`config.mk`:
```
export PLATFORM = sky130hd
export DESIGN_NAME = dma_copy_flat
export DESIGN_NICKNAME = d
export VERILOG_FILES = /design/src/rtl/dma_copy_if.sv /design/src/rtl/dma_copy.sv /design/src/flat_wrapper.sv
export SDC_FILE = /design/constraint.sdc
export NUM_CORES = 1
export LEC_CHECK = 0
export CAP_MARGIN = 20
export CORE_MARGIN = 4
export CORE_UTILIZATION = 40
export CTS_CLUSTER_DIAMETER = 40
export DETAILED_ROUTE_END_ITERATION = 8
export DONT_BUFFER_PORTS = 1
export MAX_ROUTING_LAYER = met4
export SYNTH_ARGS = -nofsm -noshare
export SYNTH_HDL_FRONTEND = slang
export SYNTH_SLANG_ARGS = --single-unit
```
`constraint.sdc`:
```
create_clock -name Clk -period 6.1 [get_ports Clk]
set_input_delay 1.22 -clock Clk [delete_from_list [all_inputs] [get_ports Clk]]
set_output_delay 1.22 -clock Clk [all_outputs]
set_load 0.03 [all_outputs]
```
`src/rtl/dma_copy_if.sv`:
```
// rtl/dma_copy_if.sv - memory port bundle between the block-transfer initiator and the data memory
//   MemWriteEn : write enable toward memory
//   MemDataIn  : write data toward memory
//   MemAddress : address toward memory
//   MemDataOut : read data from memory
interface dma_copy_if #(
    parameter int W = 8,
    parameter int A = 8
);
    logic         MemWriteEn;
    logic [W-1:0] MemDataIn;
    logic [A-1:0] MemAddress;
    logic [W-1:0] MemDataOut;

    modport master (
        output MemWriteEn,
        output MemDataIn,
        output MemAddress,
        input  MemDataOut
    );

    modport slave (
        input  MemWriteEn,
        input  MemDataIn,
        input  MemAddress,
        output MemDataOut
    );
endinterface

```
`src/rtl/dma_copy.sv`:
```
// rtl/dma_copy.sv - block copy / fill engine that owns the memory port while Busy
//   Clk, Reset        : clock, synchronous active-high reset
//   Start, Mode       : request (sampled in IDLE only), 0 = copy, 1 = fill
//   SrcAddr, DstAddr  : base addresses, latched on Start
//   Length, FillValue : word count and fill word, latched on Start
//   Busy, Done        : port ownership, one-cycle completion pulse
//   mem               : memory port (write enable, write data, address, read data)
module dma_copy #(
    parameter int W = 8,
    parameter int A = 8
) (
    input  logic         Clk,
    input  logic         Reset,
    input  logic         Start,
    input  logic         Mode,
    input  logic [A-1:0] SrcAddr,
    input  logic [A-1:0] DstAddr,
    input  logic [A-1:0] Length,
    input  logic [W-1:0] FillValue,
    output logic         Busy,
    output logic         Done,
    dma_copy_if.master   mem
);
    typedef enum logic [1:0] {
        S_IDLE,
        S_READ,
        S_WRITE,
        S_DONE
    } state_t;

    localparam logic [A-1:0] ONE = {{(A-1){1'b0}}, 1'b1};

    state_t       state_q, state_d;
    logic         mode_q, mode_d;
    logic [A-1:0] src_q, src_d;
    logic [A-1:0] dst_q, dst_d;
    logic [A-1:0] len_q, len_d;
    logic [W-1:0] fill_q, fill_d;
    logic [A-1:0] i_q, i_d;
    logic [W-1:0] hold_q, hold_d;
    logic         busy_q, busy_d;
    logic         done_q, done_d;
    logic         we_q, we_d;
    logic [A-1:0] addr_q, addr_d;
    logic [W-1:0] din_q, din_d;

    always_comb begin
        state_d = state_q;
        mode_d  = mode_q;
        src_d   = src_q;
        dst_d   = dst_q;
        len_d   = len_q;
        fill_d  = fill_q;
        i_d     = i_q;
        hold_d  = hold_q;

        case (state_q)
            S_IDLE: begin
                if (Start) begin
                    mode_d = Mode;
                    src_d  = SrcAddr;
                    dst_d  = DstAddr;
                    len_d  = Length;
                    fill_d = FillValue;
                    i_d    = '0;
                    if (Length == '0) begin
                        state_d = S_DONE;
                    end else if (Mode) begin
                        state_d = S_WRITE;
                    end else begin
                        state_d = S_READ;
                    end
                end
            end
            S_READ: begin
                // Memory latched the address on the falling edge; data is valid now.
                hold_d  = mem.MemDataOut;
                state_d = S_WRITE;
            end
            S_WRITE: begin
                i_d = i_q + ONE;
                if (i_d == len_q) begin
                    state_d = S_DONE;
                end else if (mode_q) begin
                    state_d = S_WRITE;
                end else begin
                    state_d = S_READ;
                end
            end
            default: begin
                state_d = S_IDLE;
            end
        endcase

        // Port outputs are registered from the next state so they line up with it.
        we_d   = 1'b0;
        addr_d = '0;
        din_d  = '0;
        busy_d = 1'b0;
        done_d = (state_d == S_DONE);
        case (state_d)
            S_READ: begin
                busy_d = 1'b1;
                addr_d = src_d + i_d;
            end
            S_WRITE: begin
                busy_d = 1'b1;
                we_d   = 1'b1;
                addr_d = dst_d + i_d;
                din_d  = mode_d ? fill_d : hold_d;
            end
            default: begin
            end
        endcase
    end

    always_ff @(posedge Clk) begin
        if (Reset) begin
            state_q <= S_IDLE;
            mode_q  <= 1'b0;
            src_q   <= '0;
            dst_q   <= '0;
            len_q   <= '0;
            fill_q  <= '0;
            i_q     <= '0;
            hold_q  <= '0;
            busy_q  <= 1'b0;
            done_q  <= 1'b0;
            we_q    <= 1'b0;
            addr_q  <= '0;
            din_q   <= '0;
        end else begin
            state_q <= state_d;
            mode_q  <= mode_d;
            src_q   <= src_d;
            dst_q   <= dst_d;
            len_q   <= len_d;
            fill_q  <= fill_d;
            i_q     <= i_d;
            hold_q  <= hold_d;
            busy_q  <= busy_d;
            done_q  <= done_d;
            we_q    <= we_d;
            addr_q  <= addr_d;
            din_q   <= din_d;
        end
    end

    // The memory writes on the falling edge, so a reset raised mid-WRITE must
    // suppress the enable combinationally to keep that write from committing.
    assign mem.MemWriteEn = we_q & ~Reset;
    assign mem.MemDataIn  = din_q;
    assign mem.MemAddress = addr_q;
    assign Busy           = busy_q;
    assign Done           = done_q;
endmodule

```
`src/flat_wrapper.sv`:
```
// flat-port wrapper written by rule: the top's interface ports become plain ports
module dma_copy_flat 
#(
    parameter int W = 8,
    parameter int A = 8
)
  (Clk, Reset, Start, Mode, SrcAddr, DstAddr, Length, FillValue, Busy, Done, mem_MemWriteEn, mem_MemDataIn, mem_MemAddress, mem_MemDataOut);
  dma_copy_if #(.W(W), .A(A)) mem_i ();
  input  logic Clk;
  input  logic Reset;
  input  logic Start;
  input  logic Mode;
  input  logic [A-1:0] SrcAddr;
  input  logic [A-1:0] DstAddr;
  input  logic [A-1:0] Length;
  input  logic [W-1:0] FillValue;
  output logic Busy;
  output logic Done;
  output wire logic [$bits(mem_i.MemWriteEn)-1:0] mem_MemWriteEn;
  output wire logic [$bits(mem_i.MemDataIn)-1:0] mem_MemDataIn;
  output wire logic [$bits(mem_i.MemAddress)-1:0] mem_MemAddress;
  input wire logic [$bits(mem_i.MemDataOut)-1:0] mem_MemDataOut;
  assign mem_MemWriteEn = mem_i.MemWriteEn;
  assign mem_MemDataIn = mem_i.MemDataIn;
  assign mem_MemAddress = mem_i.MemAddress;
  assign mem_i.MemDataOut = mem_MemDataOut;
  dma_copy #(.W(W), .A(A)) u_core (.Clk(Clk), .Reset(Reset), .Start(Start), .Mode(Mode), .SrcAddr(SrcAddr), .DstAddr(DstAddr), .Length(Length), .FillValue(FillValue), .Busy(Busy), .Done(Done), .mem(mem_i));
endmodule
```
### Yosys cells after proc, flatten, opt, wreduce, memory -nomap -nowiden

Index checks and enable logic that the tools add are counted.
Widths: inputs -> output; s select.

| word-level totals | value |
|---|---|
| register bits | 70 |
| word-level logic and storage cells | 51 |

| cells by class | value |
|---|---|
| $add $sub $neg | 3 |
| equality and inequality tests | 6 |
| multiplexer cells | 21 |
| bitwise logic cells | 3 |
| reduce and logical (&&, ||, !) cells | 5 |

Operators with widths:

| kind | count |
|---|---|
| $mux 8 | 9 |
| $pmux 8 s2 | 2 |
| $add 8x8->8 | 2 |
| $mux 2 | 5 |
| $add 8x1->8 const B | 1 |
| $eq 8x8->1 | 1 |
| $logic_not 8->1 | 1 |
| $eq 2x2->1 const B | 3 |
| $pmux 2 s3 | 1 |
| $eq 2x1->1 const B | 2 |
| $mux 1 | 4 |
| $reduce_or 2->1 | 2 |
| $logic_not 2->1 | 1 |
| $not 1->1 | 2 |
| $reduce_and 2->1 | 1 |
| $and 1x1->1 | 1 |

### Depth between registers and ports, before layout

Gate-level depths: netlist of run 1.

| logic depth | value |
|---|---|
| word-level depth | 7 |
| mapped depth | 19 |
| depth with buffers taken out | 18 |

### Worst setup path before layout of run 1

OpenSTA, ideal clock, no wires.

| timing path | value |
|---|---|
| path type | input-to-reg |
| start | in Length[3] |
| end | reg u_core.addr_q[6] (netlist: u_core.mem.MemAddress[6]) |
| arrival time | 4.269 ns |
| slack | 1.703 ns |
| stages on the path | 18 |
| path buffers | 1 |
| cells stage by stage | or4_1 -> nor2_1 -> nor2_1 -> nor2_1 -> a2111oi_2 -> nor2_1 -> ha_1 -> clkbuf_1 -> mux2i_1 -> ha_1 -> inv_1 -> fa_1 -> nor2b_1 -> o21ai_0 -> a21oi_1 -> o21a_1 -> o21a_1 -> nor3_1 |

| between the ends | value |
|---|---|
| word-level cells in the longest chain between the ends | 6 |
| elaborated cells between the ends (all ways) | 7 |

Ends and longest elaborated chain:

| item | RTL line | text |
|---|---|---|
| start: declaration | flat_wrapper.sv:15 | `input logic [A-1:0] Length;` |
| $logic_not 8->1 (*) | dma_copy.sv:66 | `if (Length == '0) begin` |
| $mux 2 (*) | dma_copy.sv:66 |  |
| $mux 2 (*) | dma_copy.sv:59 | `if (Start) begin` |
| $pmux 2 s3 (*) | dma_copy.sv:57 | `case (state_q)` |
| named net u_core.state_d[1] | dma_copy.sv:33 | `state_t state_q, state_d;` |
| $eq 2x2->1 or $eq 2x1->1 (tied branches) | dma_copy.sv:101 | `case (state_d)` |
| $pmux 8 s2 (*) | dma_copy.sv:101 |  |
| end signal: assignment | dma_copy.sv:144 | `addr_q <= addr_d;` |
| end: declaration | dma_copy.sv:44 | `logic [A-1:0] addr_q, addr_d;` |

Mark *: on every way through the listed nets, which the timed path passes. The rest lies on a longest branch.
A chain may end at the register's enable or synchronous reset.

### Worst setup path in the final report of run 1

Ends and elaborated chain as after synthesis.

==> results list, run 1 <==
* Outcome: completed
* Average wire per cell in the routed design: 14.5 um
* Level count of the clock H-tree: 3
- 63 I/O pins were placed.
* Maximum clock frequency: 0.228 GHz
* Number of enable-type register cells in the synthesized netlist: 0
- Vert. Die Dim: 97.4 um
- X dimension of the die: 97.4 um
* DRT antenna net count: 0
- The final route contains 2,294 vias.
- The placed instances occupy a cell area of 0.00327 mm2.
* Worst Path Required: 6.33 ns
* Largest vdd supply drop: 0.000130 V
* Count of filler cells inserted in the layout: 810
- Average vias per placed instance: 4.95
- Clock-pin slew was measured on the worst setup and hold paths at 0.07 ns.
- Worst setup margin: 1.72 ns
* Routability congestion estimate from global placement: 0.843
- STA classifies the critical path startpoint as an input pin.
* Worst rel slew slack: 56.2%
* Root buffer selected by CTS: sky130_fd_sc_hd__clkbuf_8
- Wires add up to 6690 um.
- Post-Syn Area: 0.00320 mm2
- Maximum Capacitance Violations: 0
* Post-synth cell types: 43
* Post-CTS Setup Bufs: 0
- Synthesized flop and latch total: 70
- Internal power: 695 uW
* Final period util: 71.8%
- Worst-skew pair later-pin latency: 0.34 ns
* Clock power share: 34.4%
* Final number of setup-violating endpoints: 0
- Wire length of the first global-routing pass: 11,100 um
* Via count of the first global-routing pass: 2,270
- The number of pins with negative max-slew slack in the final report was 0.
- Proportion of power drawn by flip-flops and latches: 52.3%
- Arr. time, crit path: 4.61 ns
* Routed met1 length: 3200 um
* Power per unit of standard cell area: 282 mW/mm2
- Along the worst path, the maximum fanout reaches 9.
- Worst setup slack before clock tree synthesis: 1.39 ns
- Comb power frac: 13.3%
* Hold Violations, Final: 0
- The core region is 0.00777 mm2.
- The setup check on the worst reg-to-reg path leaves a slack of 1.88 ns.
- Critical setup path kind: in2reg
* Final core utilization: 44.3%
- Highest metal layer with signal wires: met4
- TritonCTS buffer count: 9
- CP Capture Type: register
- Area growth from synthesis to layout: 7.59%
- Detailed placement ended at an HPWL of 4910 um.
- Post-route setup TNS: 0 ns
* Ratio of cells with drive above 1 in the final layout: 7.76%
* Detailed-routing iteration count for the pre-antenna-repair pass: 4
- # DRC: 0
* Net switching share of the total power: 28.5%
- The clock drives 70 sinks.
- For the pin with the worst max-slew slack, the measured transition is 0.655 ns.
- Instance count of the mapped netlist: 362
- After floorplanning, the core was divided into 32 placement rows.
- At the end of the flow, the number of nets in the layout was 411.
* Largest net degree at the start of global routing: 56
- Global routing finished with a remaining overflow of 0.
- The worst path in the final design needs a cycle of 4.38 ns, including I/O delays and setup.
- Worst-case clock skew: 0.00891 ns
* Yosys warnings: 0
- The worst hold path belongs to the class reg2reg.
- Detailed routing placed a total of 412 um of wire on met3.
- In this run the static leakage power is 1.32 nW.
* Net count of the mapped netlist: 417
* Met2 wirelength from detailed routing: 3000 um
- Clock tree from TritonCTS: done
- GRT Overall Usage: 14.7%
* Final instance area: 0.00344 mm2
- The number of antenna violations at the first check in global routing was 0.
* Switching power total: 277 uW
- The initial utilization of the core area, before any placement, comes to 41.2%.
- In the synthesized netlist the async set-or-reset flop fraction comes to 0%.
- Worst-case hold slack: 0.456 ns
- Counting along the longest clock path gives a buffer depth of 2.
* Average size of a mapped cell: 8.83 um2
- Setup repair after global routing left no endpoint under its margin.
* # resized after CTS: 0
- In the synthesized netlist the dominant register cell turns out to be sky130_fd_sc_hd__dfxtp_1.
* Detailed Route Iter0 Violations: 90
- Fraction of the yosys area taken by sequential cells: 43.8%
- Buffers inserted to repair hold after CTS numbered 0.
* Port Buffer Count: 0
- Antenna diode instance count: 0
* Die ar.: 0.00949 mm2
## registers in the layout, indices dropped and copies added, names as in the netlist
name and flops:
u_core.i_q 8, u_core.we_q 1, u_core.src_q 8, u_core.mem.MemAddress 8
u_core.Done 1, u_core.state_q 2, u_core.fill_q 8, u_core.dst_q 8
u_core.hold_q 8, u_core.mode_q 1, u_core.len_q 8, u_core.mem.MemDataIn 8
u_core.Busy 1
## path summary, 6_finish.rpt
kind	startpoint	endpoint	cells past startpoint
max	Length[3]	u_core.mem.MemAddress[6]$_SDFF_PP0_	17
min	u_core.fill_q[7]$_SDFF_PP0_	u_core.fill_q[7]$_SDFF_PP0_	2
max reg2reg	u_core.i_q[0]$_SDFF_PP0_	u_core.mem.MemAddress[6]$_SDFF_PP0_	17
min reg2reg	u_core.fill_q[7]$_SDFF_PP0_	u_core.fill_q[7]$_SDFF_PP0_	2
## cells in the mapped netlist, types with 2 or more instances
master / instances / area share [%]
sky130_fd_sc_hd__nor3b_1: 2 / 0.47
sky130_fd_sc_hd__dfxtp_1: 70 / 44
sky130_fd_sc_hd__buf_2: 7 / 1.1
sky130_fd_sc_hd__mux2i_1: 35 / 11
sky130_fd_sc_hd__or3_1: 3 / 0.59
sky130_fd_sc_hd__xnor2_1: 9 / 2.5
sky130_fd_sc_hd__a21o_1: 8 / 1.9
sky130_fd_sc_hd__nand2b_1: 9 / 1.8
sky130_fd_sc_hd__nor2b_1: 12 / 2.3
sky130_fd_sc_hd__o21ai_0: 11 / 1.7
sky130_fd_sc_hd__o311ai_0: 2 / 0.55
sky130_fd_sc_hd__a211oi_1: 2 / 0.47
sky130_fd_sc_hd__a21oi_1: 29 / 4.5
sky130_fd_sc_hd__or4_1: 2 / 0.47
sky130_fd_sc_hd__nand2_1: 45 / 5.3
sky130_fd_sc_hd__ha_1: 10 / 3.9
sky130_fd_sc_hd__nor4_1: 2 / 0.39
sky130_fd_sc_hd__nand3_1: 4 / 0.63
sky130_fd_sc_hd__nor2_1: 41 / 4.8
sky130_fd_sc_hd__o21a_1: 3 / 0.70
sky130_fd_sc_hd__o21bai_1: 3 / 0.70
sky130_fd_sc_hd__clkbuf_1: 12 / 1.4
sky130_fd_sc_hd__inv_1: 10 / 1.2
sky130_fd_sc_hd__nor3_1: 9 / 1.4
sky130_fd_sc_hd__xor2_1: 4 / 1.1
## worst max-delay path, stage by stage
cell,delay [ns]
sky130_fd_sc_hd__or4_1,0.52
sky130_fd_sc_hd__nor2_1,0.25
sky130_fd_sc_hd__nor2_1,0.07
sky130_fd_sc_hd__nor2_1,0.12
sky130_fd_sc_hd__a2111oi_2,0.08
sky130_fd_sc_hd__nor2_1,0.16
sky130_fd_sc_hd__ha_1,0.50
sky130_fd_sc_hd__mux2i_1,0.28
sky130_fd_sc_hd__ha_1,0.19
sky130_fd_sc_hd__inv_1,0.05
sky130_fd_sc_hd__fa_1,0.38
sky130_fd_sc_hd__nor2b_1,0.17
sky130_fd_sc_hd__o21ai_0,0.11
sky130_fd_sc_hd__a21oi_1,0.19
sky130_fd_sc_hd__o21a_1,0.15
sky130_fd_sc_hd__o21a_1,0.11
sky130_fd_sc_hd__nor3_1,0.04
## power groups by stage
stage	clock, mW	sequential (mW)	combinational (mW)
2_1_floorplan	0	0.513	0.113
3_3_place_gp	0	0.519	0.129
3_5_place_dp	0	0.519	0.130
4_1_cts	0.344	0.509	0.130
5_1_grt	0.365	0.511	0.146
6_report	0.334	0.508	0.129
## per-layer routing
layer | vias up | track usage [%]
li1 | 1218 | -
met2 | 40 | 21.6
met5 | - | -
met3 | 7 | 4.52
met4 | 0 | 6.71
met1 | 1029 | 18.6
## metrics by stage
| step | instances | total power, mW |
|---|---|---|
| floorplan | 362 | 0.626 |
| global placement | 447 | 0.648 |
| detailed placement | 447 | 0.650 |
| CTS | 463 | 0.984 |
| global route | 463 | 1.02 |
| finish | 463 | 0.972 |
## cell families after synthesis
| kind of cell | share of synthesized area (%) |
|---|---|
| simple gates | 20.4 |
| flops | 43.8 |
| compound gates | 12.8 |
| mux | 11.0 |
| buf+inv | 3.91 |
| xor+xnor | 3.56 |
| fa+ha+maj | 4.54 |
## cells in the final DEF (no fill, tap or decap), drive strengths merged, types with 10 or more instances in the layout
| cell type | Yosys | routed |
|---|---|---|
| nand2 | 45 | 45 |
| mux2i | 35 | 35 |
| nor2 | 41 | 41 |
| o21ai | 11 | 11 |
| clkbuf | 12 | 10 |
| dfxtp | 70 | 70 |
| a21oi | 30 | 30 |
| inv | 10 | 10 |
| nor2b | 12 | 12 |
| ha | 10 | 10 |
## final cells by class
type,instances,area (um2),share of cell area [%]
clock buffers,10,138,4.00
well taps,102,128,3.71
clock inverters,6,37.5,1.09
inverters,10,37.5,1.09
flip-flops and latches,70,1400,40.7
repair buffers,3,22.5,0.655
multi-input cells,262,1680,48.7
Power figures use the tool's default switching activity.
==> run 2: changes to the inputs <==
- clock period: 6.1 -> 4.45 ns (I/O delays scaled with it)
==> run 2 against run 1 <==
Design area rose by 1.1%. Wire length is 3.0% higher. Die area stayed put. Via count rose by 4.2%. Hold slack improved by 0.0046 ns. Critical path type is now reg2reg. Highest routed layer unchanged.
==> results list, run 2 (synthesis gave the netlist of run 1 again) <==
- After layout, the minimum clock period comes to 4.05 ns.
- Arr. time, crit path: 4.31 ns
- Worst-path maximum fanout: 4
- # DRC: 0
- The total overflow left after global routing is 0.
- Worst rel slew slack: 45.5%
- In this run the tool buffered the top-level ports with 0 buffer cells.
* Area of the core: 0.00777 mm2
* Worst setup SP type: register
- The tightest min-delay check is of the reg2reg type.
- FF-to-FF path depth: 17
- Antenna diode instance count: 0
- Endpoint of the worst hold path: u_core.fill_q[7]$_SDFF_PP0_
- Power per unit of standard cell area: 385 mW/mm2
- Maximum clock frequency: 0.247 GHz
* Net count of the finished layout: 415
* Largest net degree at the start of global routing: 56
- Area growth from synthesis to layout: 8.76%
* Min-delay src: u_core.fill_q[7]$_SDFF_PP0_
* DR vias: 2,390
- Detailed-routing iteration count for the pre-antenna-repair pass: 7
- Clock tree synthesis inserted a total of 9 buffers.
- GRT Overall Usage: 15.4%
* Worst Tran Pin Value: 0.795 ns
- Measured on the finished design, the core utilization comes to 44.8%.
- Die ar.: 0.00949 mm2
- Clock latency on the worst-skew pair, taken at its later pin, is 0.35 ns.
- Dividing the detail-routed via count by the number of cells gives 5.12.
- Summed over all failing endpoints, the final setup total negative slack is 0 ns.
- The detail route stage leaves a number of antenna-violating nets equal to 0.
- Root buffer selected by CTS: sky130_fd_sc_hd__clkbuf_8
- Leakage power: 1.34 nW
- Unrepaired setup endpoints after global routing: false
* Worst Hold Depth: 2
- RR Endpoint: u_core.mem.MemAddress[6]$_SDFF_PP0_
* Maximum Capacitance Violations: 0
- In the final routed layout, each cell accounts on average for 14.8 um.
- The clock tree synthesis step divided the H-tree into 3 levels.
- Measured along the x axis, the die boundary spans 97.4 um.
- In this run the critical register-to-register path is launched from u_core.i_q[1]$_SDFF_PP0_.
- Once the floorplan was initialized, standard cells occupied 41.2% of the core.
- TritonCTS built the clock tree.
- Final number of setup-violating endpoints: 0
* Number of clock sinks seen by CTS: 70
- Count of filler cells inserted in the layout: 771
* I/O pin cnt: 63
- Largest vdd supply drop: 0.000190 V
- The number of endpoints with negative hold slack in the final report was 0.
- Most common cell after layout, fill and taps aside: sky130_fd_sc_hd__dfxtp_1
- Register clock-pin slew on the reported worst setup and hold paths: 0.08 ns
- After layout, the design draws a total of 1.34 mW.
- Detailed Route Iter0 Violations: 119
* Slew Limit Fails: 0
* Ratio of cells with drive above 1 in the final layout: 9.04%
- Outcome: completed
* Buffers from clock root to sink, at most: 2
- The worst setup path is captured at a register.
- Final period util: 91.0%
- The critical path is of the reg2reg type.
- Total of hold buffers inserted after clock tree synthesis: 0
- Vert. Die Dim: 97.4 um
- Setup slack, reg-to-reg: 0.40 ns
- Post-DP HPWL: 4930 um
- Row cnt: 32
- Via count of the first global-routing pass: 2,306
- Most frequent cells in the layout: sky130_fd_sc_hd__dfxtp_1, sky130_fd_sc_hd__nand2_1, sky130_fd_sc_hd__nor2_1, sky130_fd_sc_hd__mux2i_1, sky130_fd_sc_hd__a21oi_1
- Number of antenna violations at the first check in global routing: 0
- Data on the critical path is required at its endpoint by 4.71 ns.
- The congestion estimate from routability-driven global placement came to 0.798.
* Total Wirelength: 6890 um
* Wire length of the first global-routing pass: 11,400 um
* Worst-case clock skew: 0.00784 ns
-- run 2: cell count changes in the layout (fill, tap and decap cells not counted) --
cell	before	now
sky130_fd_sc_hd__buf_4	3	7
sky130_fd_sc_hd__a211oi_2	1	0
sky130_fd_sc_hd__a211oi_4	0	1
sky130_fd_sc_hd__clkbuf_8	10	9
sky130_fd_sc_hd__clkinv_2	3	2
sky130_fd_sc_hd__clkinv_4	0	1
sky130_fd_sc_hd__dfxtp_1	70	69
sky130_fd_sc_hd__dfxtp_2	0	1
sky130_fd_sc_hd__inv_6	0	1
sky130_fd_sc_hd__o311ai_0	2	1
sky130_fd_sc_hd__o311ai_1	1	2
-- run 2: stage by stage --
step	setup WS, ns	hold slack (ns)	std cells	instance area (um2)
floorplan	0.383	0.437	362	3200
finish	0.402	0.460	467	3480
global route	0.0594	0.487	467	3480
CTS	0.336	0.462	467	3470
detailed placement	0.247	0.451	451	3300
global placement	0.428	0.444	451	3300
-- run 2: power by group --
group,leakage (nW),internal (mW),switching (mW)
logic,0.682,0.0810,0.105
clock network,0.0816,0.203,0.254
registers,0.572,0.662,0.0348
total,1.34,0.946,0.394
-- run 2: worst max path at each step --
| stage | from | end | depth (start not counted) |
|---|---|---|---|
| finish | u_core.i_q[1]$_SDFF_PP0_ | u_core.mem.MemAddress[6]$_SDFF_PP0_ | 17 |
| global placement | Length[3] | u_core.mem.MemAddress[6]$_SDFF_PP0_ | 15 |
| floorplan | Length[3] | u_core.mem.MemAddress[6]$_SDFF_PP0_ | 18 |
| CTS | u_core.i_q[0]$_SDFF_PP0_ | u_core.mem.MemAddress[6]$_SDFF_PP0_ | 17 |
| detailed placement | Length[3] | u_core.mem.MemAddress[6]$_SDFF_PP0_ | 17 |
| global route | u_core.i_q[1]$_SDFF_PP0_ | u_core.mem.MemAddress[6]$_SDFF_PP0_ | 17 |
-- run 2: repair_timing --
item                                    4_1_cts  5_1_grt
resized for setup                             0        3
buffers inserted                              0        0
endpoints found under the setup margin        0        1
-- run 2: layout make-up --
| type | count | area (um2) | area share [%] |
|---|---|---|---|
| Clock buffer | 9 | 124 | 3.56 |
| Multi-Input combinational cell | 262 | 1680 | 48.4 |
| Tap cell | 102 | 128 | 3.67 |
| Timing Repair Buffer | 7 | 52.6 | 1.51 |
| Sequential cell | 70 | 1400 | 40.3 |
| Clock inverter | 7 | 50.0 | 1.44 |
| Inverter | 10 | 37.5 | 1.08 |
-- run 2: per-layer routing --
metal / wire length, um / track usage, %
met3: 335 / 3.88
met2: 3070 / 22.2
met5: 0 / -
met4: 114 / 6.39
met1: 3370 / 20.6
-- run 2: critical path, stage by stage, from the launching register on --
cell and delay, ns:
sky130_fd_sc_hd__dfxtp_1 0.39, sky130_fd_sc_hd__ha_1 0.22, sky130_fd_sc_hd__and3_4 0.22, sky130_fd_sc_hd__or3b_1 0.40, sky130_fd_sc_hd__a211oi_4 0.32, sky130_fd_sc_hd__a21oi_2 0.11, sky130_fd_sc_hd__or3_1 0.33, sky130_fd_sc_hd__ha_1 0.30
sky130_fd_sc_hd__mux2i_1 0.21, sky130_fd_sc_hd__ha_1 0.20, sky130_fd_sc_hd__inv_1 0.06, sky130_fd_sc_hd__fa_1 0.37, sky130_fd_sc_hd__nor2b_1 0.16, sky130_fd_sc_hd__o21ai_0 0.12, sky130_fd_sc_hd__a21oi_1 0.22, sky130_fd_sc_hd__o21a_1 0.15
sky130_fd_sc_hd__nor3_1 0.04, sky130_fd_sc_hd__nor3_1 0.15
==> run 3: changes to the inputs <==
- MAX_ROUTING_LAYER: met4 -> default
==> run 3 against run 2 <==
Critical path depth is the same. Final cell count is the same. First-iteration DRC count is 13% lower. Clock power about the same. Fmax hardly changed. Hold slack lost 0.0019 ns. Register-to-register slack is essentially flat. Utilization did not move. Non-clock buffer count unchanged. Clock skew grew 0.00092 ns.
==> results list, run 3 (synthesis gave the netlist of run 1 again) <==
* Worst-skew pair later-pin latency: 0.35 ns
- The first global-routing pass estimated 11,500 um of wire.
- The via count of the first global-routing pass came to 2,305.
* Number of antenna violations at the first check in global routing: 0
* Net switching share of the total power: 29.4%
* Overflow left after global routing: 0
- X dimension of the die: 97.4 um
- Worst rel slew slack: 43.9%
- Data on the critical path arrives at its endpoint at 4.31 ns.
* Min-delay src: u_core.fill_q[7]$_SDFF_PP0_
- Counting along the longest clock path gives a buffer depth of 2.
* Type of the most critical hold path: reg2reg
* # DRC: 0
- Global routing used 15.0% of the available tracks across all layers.
- In the final routed layout, each cell accounts on average for 14.6 um.
- The analysis attributes to net switching a power of 395 uW.
- After legalization and detailed placement, the total HPWL measured 4930 um.
* Total Wirelength: 6830 um
* Final period util: 90.9%
- The routed layout has 2,347 vias.
- Critical Path Most Common Cell: sky130_fd_sc_hd__ha_1
* Endpoint of the worst hold path: u_core.fill_q[7]$_SDFF_PP0_
- The floorplan step defined a die boundary enclosing 0.00949 mm2.
- Critical setup path kind: reg2reg
- Leaving out fill and tap cells, the most frequent cell in the layout is sky130_fd_sc_hd__dfxtp_1.
- In this run the remaining antenna-violating nets after routing total 0.
- Internal power comes to 946 uW.
- Effective utilization at floorplan: 41.2%
- Net count of the finished layout: 415
* Launch point of the worst reg-to-reg path: u_core.i_q[1]$_SDFF_PP0_
- Port Buffer Count: 0
- In this run the vertical extent of the chip is 97.4 um.
- Among cell families on the critical path, the largest total delay comes from simple AND/OR/NAND/NOR gates.
- Number of clock sinks seen by CTS: 70
* Area of the core: 0.00777 mm2
- Maximum Capacitance Violations: 0
- Counting cells, the worst reg-to-reg path comes to 17.
- The worst setup path is launched from a register.
- Combinational logic burns 13.8% of the power.
* Detailed Route Iter0 Violations: 103
- Timing would allow up to 0.247 GHz.
- In this run, flip-flops and latches consume 52.0% of the power.
- For the final database, setup skew stands at 0.00876 ns.
* Power per unit of standard cell area: 385 mW/mm2
- Clock power share: 34.2%
* Worst-path maximum fanout: 4
- For this run, the share of the core covered by cells in the final layout is 44.8%.
- Detailed-routing iteration count for the pre-antenna-repair pass: 6
- Row cnt: 32
* Hold Violations, Final: 0
- The worst setup path is captured at a register.
- Largest vdd supply drop: 0.000190 V
- Most frequent cells in the layout: sky130_fd_sc_hd__dfxtp_1, sky130_fd_sc_hd__nand2_1, sky130_fd_sc_hd__nor2_1, sky130_fd_sc_hd__mux2i_1, sky130_fd_sc_hd__a21oi_1
- Entering global routing, the biggest net connects 56 pins.
- For this run, the slowest stage of the critical path takes 0.40 ns.
* TritonCTS buffer count: 9
- Area growth from synthesis to layout: 8.76%
* Final number of setup-violating endpoints: 0
- Routability congestion estimate from global placement: 0.787
- Unrepaired setup endpoints after global routing: false
* Ratio of cells with drive above 1 in the final layout: 9.04%
* I/O pin cnt: 63
* Register clock-pin slew on the reported worst setup and hold paths: 0.08 ns
* Worst Path Required: 4.71 ns
* Outcome: completed
- The repair_antennas step left the layout with diodes totalling 0.
- Setup slack, reg-to-reg: 0.40 ns
- The endpoint identified for the worst register-to-register timing path is u_core.mem.MemAddress[6]$_SDFF_PP0_.
- The number of pins with negative max-slew slack in the final report was 0.
* Worst Tran Pin Value: 0.818 ns
- On the critical path, the stage with the largest delay is an instance of sky130_fd_sc_hd__or3b_1.
* Average vias per placed instance: 5.03
* Level count of the clock H-tree: 3
* Final critical-path required period: 4.05 ns
- In the final timing run, aggregate negative setup slack is 0 ns.
* Worst Hold Depth: 2
- Together, buffers and inverters on the worst path number 1.
- In this run the static leakage power is 1.34 nW.
- Clock tree from TritonCTS: done
- Ordered cell list for the critical path: ha_1 -> and3_4 -> or3b_1 -> a211oi_4 -> a21oi_2 -> or3_1 -> ha_1 -> mux2i_1 -> ha_1 -> inv_1 -> fa_1 -> nor2b_1 -> o21ai_0 -> a21oi_1 -> o21a_1 -> nor3_1 -> nor3_1
- In this run the clock root is driven by a sky130_fd_sc_hd__clkbuf_8.
## run 3: timing repair
action / in CTS / in global routing
setup endpoints to repair: 0 / 1
hold buffers: 0 / 0
gates resized for setup: 0 / 3
setup buffers: 0 / 0
## run 3: final cells by class
cell class                      instances  area [um2]
Clock buffer                            9         124
Timing Repair Buffer                    7        52.6
Tap cell                              102         128
Clock inverter                          7        50.0
Fill cell                             771        4290
Sequential cell                        70        1400
Multi-Input combinational cell        262        1680
Inverter                               10        37.5
## run 3: stage by stage
stage	instance area [um2]	hold WS [ns]	std cells	power (mW)	setup WS (ns)
2_1_floorplan	3200	0.437	362	0.859	0.383
3_3_place_gp	3300	0.444	451	0.894	0.428
3_5_place_dp	3300	0.451	451	0.896	0.247
4_1_cts	3470	0.462	467	1.36	0.336
5_1_grt	3480	0.487	467	1.42	0.0637
6_report	3480	0.458	467	1.34	0.403
## run 3: power groups by stage
stage	Clock, mW	Combinational (mW)	Sequential [mW]
3_3_place_gp	0	0.183	0.711
5_1_grt	0.511	0.209	0.701
4_1_cts	0.479	0.185	0.697
6_report	0.458	0.185	0.697
2_1_floorplan	0	0.155	0.704
3_5_place_dp	0	0.184	0.712
## run 3: worst min-delay path: cells and delay by family, from the launching register on
kind / cells / cell delay [ns]
and+or+nand+nor: 1 / 0.06
AOI/OAI and AO/OA: 1 / 0.06
DFF: 1 / 0.30
## run 3: worst max-delay path by stage
stage               depth (start not counted)  slack [ns]                                  end                startpoint
finish                                     17        0.40  u_core.mem.MemAddress[6]$_SDFF_PP0_  u_core.i_q[1]$_SDFF_PP0_
detailed placement                         17        0.25  u_core.mem.MemAddress[6]$_SDFF_PP0_                 Length[3]
CTS                                        17        0.34  u_core.mem.MemAddress[6]$_SDFF_PP0_  u_core.i_q[0]$_SDFF_PP0_
floorplan                                  18        0.38  u_core.mem.MemAddress[6]$_SDFF_PP0_                 Length[3]
global placement                           15        0.43  u_core.mem.MemAddress[6]$_SDFF_PP0_                 Length[3]
global route                               17        0.06  u_core.mem.MemAddress[6]$_SDFF_PP0_  u_core.i_q[1]$_SDFF_PP0_
## run 3: layer usage
metal	vias to the layer above	wire [um]	GRT usage, %
met5	-	0	0
met4	0	114	6.39
met3	10	468	5.24
met2	52	3060	22.1
met1	1066	3190	19.8
li1	1219	-	-
